==> config.mk <==
export PLATFORM = sky130hd
export DESIGN_NAME = apb_requester
export DESIGN_NICKNAME = d
export VERILOG_FILES = /design/src/rtl/apb_requester.sv
export SDC_FILE = /design/constraint.sdc
export NUM_CORES = 1
export LEC_CHECK = 0
export BUFFER_PORTS_ARGS = -buffer_cell sky130_fd_sc_hd__buf_2
export CAP_MARGIN = 20
export CORE_MARGIN = 4
export CORE_UTILIZATION = 51
export DETAILED_ROUTE_END_ITERATION = 8
export HOLD_SLACK_MARGIN = 0.15
export PLACE_DENSITY = 0.84
export SLEW_MARGIN = 20
export SYNTH_ARGS = -nofsm -noshare
export SYNTH_HDL_FRONTEND = slang
export SYNTH_SLANG_ARGS = --single-unit
==> constraint.sdc <==
create_clock -name pclk -period 11.5 [get_ports pclk]
set_input_delay 2.3 -clock pclk [delete_from_list [all_inputs] [get_ports pclk]]
set_output_delay 2.3 -clock pclk [all_outputs]
set_load 0.005 [all_outputs]
==> src/rtl/apb_requester.sv <==
// Single-outstanding APB4 requester: turns a valid/ready command into one
// SETUP/ACCESS transfer and returns the result on a valid/ready response port.
module apb_requester #(
    parameter int ADDR_WIDTH     = 32,
    parameter int DATA_WIDTH     = 32,
    parameter int TIMEOUT_CYCLES = 256
) (
    input  logic                    pclk,
    input  logic                    preset,
    input  logic                    cmd_valid,
    output logic                    cmd_ready,
    input  logic                    cmd_write,
    input  logic [ADDR_WIDTH-1:0]   cmd_addr,
    input  logic [DATA_WIDTH-1:0]   cmd_wdata,
    input  logic [DATA_WIDTH/8-1:0] cmd_strb,
    input  logic [2:0]              cmd_prot,
    input  logic                    cmd_nse,
    output logic                    rsp_valid,
    input  logic                    rsp_ready,
    output logic [DATA_WIDTH-1:0]   rsp_rdata,
    output logic                    rsp_err,
    output logic                    rsp_timeout,
    output logic [ADDR_WIDTH-1:0]   paddr,
    output logic [2:0]              pprot,
    output logic                    pnse,
    output logic                    psel,
    output logic                    penable,
    output logic                    pwrite,
    output logic [DATA_WIDTH-1:0]   pwdata,
    output logic [DATA_WIDTH/8-1:0] pstrb,
    input  logic                    pready,
    input  logic [DATA_WIDTH-1:0]   prdata,
    input  logic                    pslverr
);

    localparam int SW = DATA_WIDTH / 8;
    localparam int CW = (TIMEOUT_CYCLES > 1) ? $clog2(TIMEOUT_CYCLES) : 1;

    typedef enum logic [1:0] {IDLE, SETUP, ACCESS, RESP} state_t;

    typedef struct packed {
        logic                  write;
        logic [ADDR_WIDTH-1:0] addr;
        logic [DATA_WIDTH-1:0] wdata;
        logic [SW-1:0]         strb;
        logic [2:0]            prot;
        logic                  nse;
    } apb_req_t;

    typedef struct packed {
        logic                  valid;
        logic [DATA_WIDTH-1:0] rdata;
        logic                  err;
        logic                  timeout;
    } apb_rsp_t;

    state_t   state_q, state_d;
    apb_req_t req_q, req_d;
    apb_rsp_t rsp_q, rsp_d;
    logic     psel_q, psel_d, pen_q, pen_d, rdy_q, rdy_d;
    logic [CW-1:0] cnt_q, cnt_d;
    logic     tmo_hit;

    assign tmo_hit = (TIMEOUT_CYCLES != 0) && (cnt_q == CW'(TIMEOUT_CYCLES - 1));

    always_comb begin
        state_d = state_q;
        req_d   = req_q;
        rsp_d   = rsp_q;
        psel_d  = psel_q;
        pen_d   = pen_q;
        cnt_d   = cnt_q;
        case (state_q)
            IDLE: begin
                if (cmd_valid && rdy_q) begin
                    req_d.write = cmd_write;
                    req_d.addr  = cmd_addr;
                    req_d.wdata = cmd_wdata;
                    req_d.strb  = cmd_write ? cmd_strb : '0;
                    req_d.prot  = cmd_prot;
                    req_d.nse   = cmd_nse;
                    psel_d      = 1'b1;
                    cnt_d       = '0;
                    state_d     = SETUP;
                end
            end
            SETUP: begin
                pen_d   = 1'b1;
                state_d = ACCESS;
            end
            ACCESS: begin
                // pready takes priority over a timeout landing in the same cycle
                if (pready) begin
                    rsp_d.valid   = 1'b1;
                    rsp_d.rdata   = req_q.write ? '0 : prdata;
                    rsp_d.err     = pslverr;
                    rsp_d.timeout = 1'b0;
                    psel_d        = 1'b0;
                    pen_d         = 1'b0;
                    state_d       = RESP;
                end else if (tmo_hit) begin
                    rsp_d.valid   = 1'b1;
                    rsp_d.rdata   = '0;
                    rsp_d.err     = 1'b1;
                    rsp_d.timeout = 1'b1;
                    psel_d        = 1'b0;
                    pen_d         = 1'b0;
                    state_d       = RESP;
                end else begin
                    cnt_d = cnt_q + 1'b1;
                end
            end
            RESP: begin
                if (rsp_ready) begin
                    rsp_d.valid = 1'b0;
                    state_d     = IDLE;
                end
            end
            default: state_d = IDLE;
        endcase
        rdy_d = (state_d == IDLE);
    end

    always_ff @(posedge pclk or posedge preset) begin
        if (preset) begin
            state_q <= IDLE;
            req_q   <= '0;
            rsp_q   <= '0;
            psel_q  <= 1'b0;
            pen_q   <= 1'b0;
            rdy_q   <= 1'b0;
            cnt_q   <= '0;
        end else begin
            state_q <= state_d;
            req_q   <= req_d;
            rsp_q   <= rsp_d;
            psel_q  <= psel_d;
            pen_q   <= pen_d;
            rdy_q   <= rdy_d;
            cnt_q   <= cnt_d;
        end
    end

    assign cmd_ready   = rdy_q;
    assign psel        = psel_q;
    assign penable     = pen_q;
    assign paddr       = req_q.addr;
    assign pwrite      = req_q.write;
    assign pwdata      = req_q.wdata;
    assign pstrb       = req_q.strb;
    assign pprot       = req_q.prot;
    assign pnse        = req_q.nse;
    assign rsp_valid   = rsp_q.valid;
    assign rsp_rdata   = rsp_q.rdata;
    assign rsp_err     = rsp_q.err;
    assign rsp_timeout = rsp_q.timeout;

endmodule

**Word level (Yosys, flattened, before mapping)**

Cells that the tools add are included.

- Register bits: 121
- Bits in latches: 0
- Memory bits (writable): 0
- Bits in read-only memories: 0
- Bits of input ports: 111
- Output and inout port bits: 111
- Word-level logic and storage cells: 58
- Memories: 0

- Add/sub/neg operators: 1
- Multipliers: 0
- Div/mod/pow operators: 0
- Order comparisons: 0
- Eq/ne operators: 9
- Shifts and indexed selects: 0
- Muxes and demuxes: 20
- Bitwise logic cells: 0
- Reduce and logical (&&, ||, !) cells: 13

Operators with widths:

| operator | number |
|---|---|
| 35-bit two-way mux | 2 |
| 32-bit two-way mux | 1 |
| 8-bit two-way mux | 3 |
| 8-bit case mux with 2 select lines | 1 |
| 8-bit by 1-bit adder with 8-bit output, second input constant | 1 |
| 8-bit == test, second input constant | 1 |
| 2-bit two-way mux | 4 |
| 2-bit inequality test, second input constant | 4 |
| 2-bit case mux with 4 select lines | 1 |
| 2-bit nonzero test | 4 |
| 1-bit case mux with 2 select lines | 3 |
| 2-bit AND reduction | 3 |
| 3-bit AND reduction | 2 |
| 2-bit == test, second input constant | 2 |
| 2-bit zero test | 2 |
| 1-bit two-way mux | 4 |
| 4-bit two-way mux | 1 |
| 4-bit AND reduction | 1 |
| 3-bit inequality test, second input constant | 1 |
| 2-bit by 1-bit == test with 1-bit output, second input constant | 1 |
| 1-bit logical AND | 1 |

**Logic depth before layout (Yosys ltp)**

- Depth after elaboration: 5
- Mapped depth: 8
- Mapped depth without buffers: 5

**Worst setup path before layout**

OpenSTA, ideal clock, no wires.

- Kind: input to register
- Start point: input port pready
- End point: register state_q[0]
- Setup time: 0.131 ns
- Data arrival time: 3.048 ns
- Data required time: 11.369 ns
- Slack: 8.321 ns
- Cell stages on the path: 4
- Buffers on the path: 2
- Cells stage by stage: o21a_1 buf_6 buf_8 or3_1

- Word-level cells in the longest chain between the ends: 2

Ends and longest elaborated chain:

| what | RTL line | source |
|---|---|---|
| from (decl) | 31 | `input logic pready,` |
| 2-bit two-way mux | 93 | `if (pready) begin` |
| 2-bit case mux with 4 select lines | 73 | `case (state_q)` |
| net state_d[0] | 57 | `state_t state_q, state_d;` |
| to (signal assigned) | 134 | `state_q <= state_d;` |
| to (decl) | 57 |  |

The timed path passes the listed nets, and every way through them passes these cells.
A chain may end at the register's enable or synchronous reset.

**Final worst setup path**

- Start point: input port cmd_valid
- End point: register cnt_q[5]

- Word-level cells in the longest chain between the ends: 3

Ends and longest elaborated chain:

| what | RTL line | source |
|---|---|---|
| from (decl) | 10 | `input logic cmd_valid,` |
| 1-bit logical AND | 75 | `if (cmd_valid && rdy_q) begin` |
| 2-bit inequality test (no line) | n/a |  |
| 4-bit AND reduction (no line) | n/a |  |
| to (signal assigned) | 140 | `cnt_q <= cnt_d;` |
| to (decl) | 61 | `logic [CW-1:0] cnt_q, cnt_d;` |

No other way between the ends.

==> results.sh <==
export IMPL_end_kind="register"
export IMPL_syn_nets=632
export IMPL_fin_worst_skew_ns=0.00859
export IMPL_numCtsBuffers=17
export IMPL_clkPwrFrac=0.269
export IMPL_worstHoldStart="pwdata[16]$_DFFE_PP0P_"
export IMPL_dieHeight_um=106
export IMPL_synthCells=520
export IMPL_async_flop_share=1.00
export IMPL_relSlewSlack=0.462
export IMPL_fin_crit_ns=3.40
export IMPL_ys_seq_area_frac=0.615
export IMPL_rsz0062_at_grt="no"
export IMPL_initial_core_util=0.528
export IMPL_post_synth_top_count_cell="nand2_1"
export IMPL_ys_types=36
export IMPL_synth_seq_cells=121
export IMPL_cts_root_buf="clkbuf_8"
export IMPL_drive_gt1_frac=0.350
export IMPL_vias=4187
export IMPL_synth_edff_count=0
export IMPL_tightest_slew_ns=0.807
export IMPL_crit_chain="buf_2, nand3_2, buf_4, a311o_1"
export IMPL_clock_path_buffers=2
export IMPL_io_buffer_count=221
export IMPL_dieArea_mm2=0.0113
export IMPL_ant_nets=0
export IMPL_io_pins=222
export IMPL_drv_slew=0
export IMPL_syn2layout_area_growth_pct=34.3
export IMPL_pre_cts_ws_ns=7.58
export IMPL_critPathArrivalTime_ns=3.77
export IMPL_worstHoldPathType="register to register"
export IMPL_worstSetupPathType="input pin to register"
export IMPL_drcViolationCount=0
export IMPL_internal_power_mw=1.15
export IMPL_setup_viol=0
export IMPL_slowest_delay_ns=0.50
export IMPL_core_area_mm2=0.00933
export IMPL_htreeDepth=4
export IMPL_final_util=0.709
export IMPL_gp_congestion=0.789
export IMPL_power_switching_mw=0.560
export IMPL_rows=35
export IMPL_grt_max_degree=66
export IMPL_ir_drop_uv=109
export IMPL_timing_setup_tns_ns=0
export IMPL_wire_per_inst_um=13.9
export IMPL_grt_pass1_wl_um=20200
export IMPL_vias_per_cell=4.77
export IMPL_crit_family="buffers and inverters"
export IMPL_wl_um=12200
export IMPL_worst_setup_path_start_kind="input pin"
export IMPL_crit_path_top_delay_cell="buf_4"
export IMPL_post_route_period_util=0.296
export IMPL_power_share_sequential=0.426
export IMPL_critical_path_startpoint="cmd_valid"
export IMPL_ys_top_cells_by_area="dfrtp_1, nand2_1, mux2i_1, inv_1, nand3_1"
export IMPL_cts_hold_buf=0
export IMPL_r2r_start="state_q[0]$_DFF_PP0_"
export IMPL_dpl_hpwl_um=8820
export IMPL_synthesis_area_mm2=0.00493
export IMPL_cts_sinks=121
export IMPL_grt_usage=0.223
export IMPL_p_per_area_mw_per_mm2=259
export IMPL_first_iter_violations=234
export IMPL_fin_nets=850
export IMPL_grt_pass1_vias=4268
export IMPL_fp_dieW_um=106
export IMPL_synth_avg_cell_area_um2=9.48
export IMPL_p_leak_nw=3.81
export IMPL_status="finished, final reports clean"
export IMPL_synth_largest_area_cell="dfrtp_1"
export IMPL_insertedDiodeCount=0
export IMPL_post_synth_top_area_fraction=0.615
export IMPL_antenna_found_initial=0
export IMPL_cts_tree="built"
export IMPL_clk_pin_slew_ns=0.05
export IMPL_first_pass_iters=4
export IMPL_combinationalPowerShare=0.305
export IMPL_grt_overflow=0
export IMPL_worstPathMaxFanout=47
export IMPL_clkLatencyLatePin_ns=0.50
export IMPL_cp_num_buf_inv=2
export IMPL_swShare=0.327
export IMPL_report_final_hold_viol_count=0
export IMPL_cts_resized=0
export IMPL_worstPathRequired_ns=11.87
export IMPL_yosysWarnings=0
export IMPL_ys_flop_type="dfrtp_1"
export IMPL_drv_cap=0
export IMPL_max_freq_mhz=294
export IMPL_post_cts_buffers=0
export IMPL_synthTopCellsByCount="nand2_1, dfrtp_1, inv_1"
export IMPL_timing_final_ws_setup_ns=8.10
-- power groups by stage --
stage / Sequential, mW / Combinational [mW] / Clock (mW)
2_1_floorplan: 0.743 / 0.252 / 0
3_3_place_gp: 0.728 / 0.503 / 0
3_5_place_dp: 0.732 / 0.529 / 0
4_1_cts: 0.730 / 0.529 / 0.471
5_1_grt: 0.756 / 0.590 / 0.496
6_report: 0.731 / 0.522 / 0.461
-- metal layers --
metal,share of wire,GRT usage
met1,0.40,0.274
met2,0.51,0.372
met3,0.071,0.0668
met4,0.018,0.0823
met5,0,0
-- worst min-delay path: cells and delay by family, from the launching register on --
family / cells / cell delay (ns)
simple gates: 2 / 0.10
flops: 1 / 0.33
-- path summary, 6_finish.rpt --
kind                                          end  slack (ns)  cells after the start
setup / recovery             cnt_q[5]$_DFFE_PP0P_        8.10                      4
hold / removal             pwdata[16]$_DFFE_PP0P_        0.47                      2
setup reg to reg             cnt_q[5]$_DFFE_PP0P_        9.25                      4
hold reg to reg            pwdata[16]$_DFFE_PP0P_        0.47                      2
max in group asynchronous   paddr[24]$_DFFE_PP0P_        8.29                      3
min in group asynchronous  pwdata[26]$_DFFE_PP0P_        1.91                      2
-- metrics by stage --
stage	hold WS [ns]	area, um^2	cells	total power [mW]
floorplan	0.463	4930	520	0.995
global placement	0.444	6070	847	1.23
detailed placement	0.455	6070	847	1.26
CTS	0.466	6590	877	1.73
global route	0.493	6620	878	1.84
finish	0.466	6620	878	1.71
-- area by class of cell --
cell class	count	area (um^2)
sequential	121	3030
fill	733	2710
multi-input combinational	335	1620
timing repair buffer	225	1150
clock buffer	21	439
tap	129	161
inverter	38	145
clock inverter	9	77.6
-- cell families (layout without fill, tap and decap cells) --
| logic type | after synthesis | after routing | share of synthesized area |
|---|---|---|---|
| buffers and inverters | 64 | 293 | 0.0604 |
| and+or+nand+nor | 285 | 285 | 0.233 |
| AOI/OAI and AO/OA | 16 | 16 | 0.0231 |
| adders and majority gates | 1 | 1 | 0.00254 |
| DFF | 121 | 121 | 0.615 |
| xor gates and xnor gates | 1 | 1 | 0.00178 |
| muxes | 32 | 32 | 0.0650 |
-- placed cells by master, fill, tap and decap left out, drive strengths merged, types with 2 or more instances in the layout --
cell	count
o21a	2
nand3	12
clkinvlp	3
and3	2
o211ai	2
mux2i	32
nand4	2
o21ai	4
nor2b	2
dfrtp	121
nor2	8
clkinv	5
clkbuf	21
nand2	250
inv	38
buf	225
nand3b	3
o31ai	3
-- registers in the layout, summed over array words and instances, names as in the netlist --
register     cells
cnt_q            8
rsp_valid        1
pprot            3
rsp_rdata       32
pstrb            4
pwrite           1
penable          1
pwdata          32
pnse             1
rsp_err          1
paddr           32
rsp_timeout      1
cmd_ready        1
psel             1
state_q          2
No activity file was read; power rests on OpenSTA's default activity.
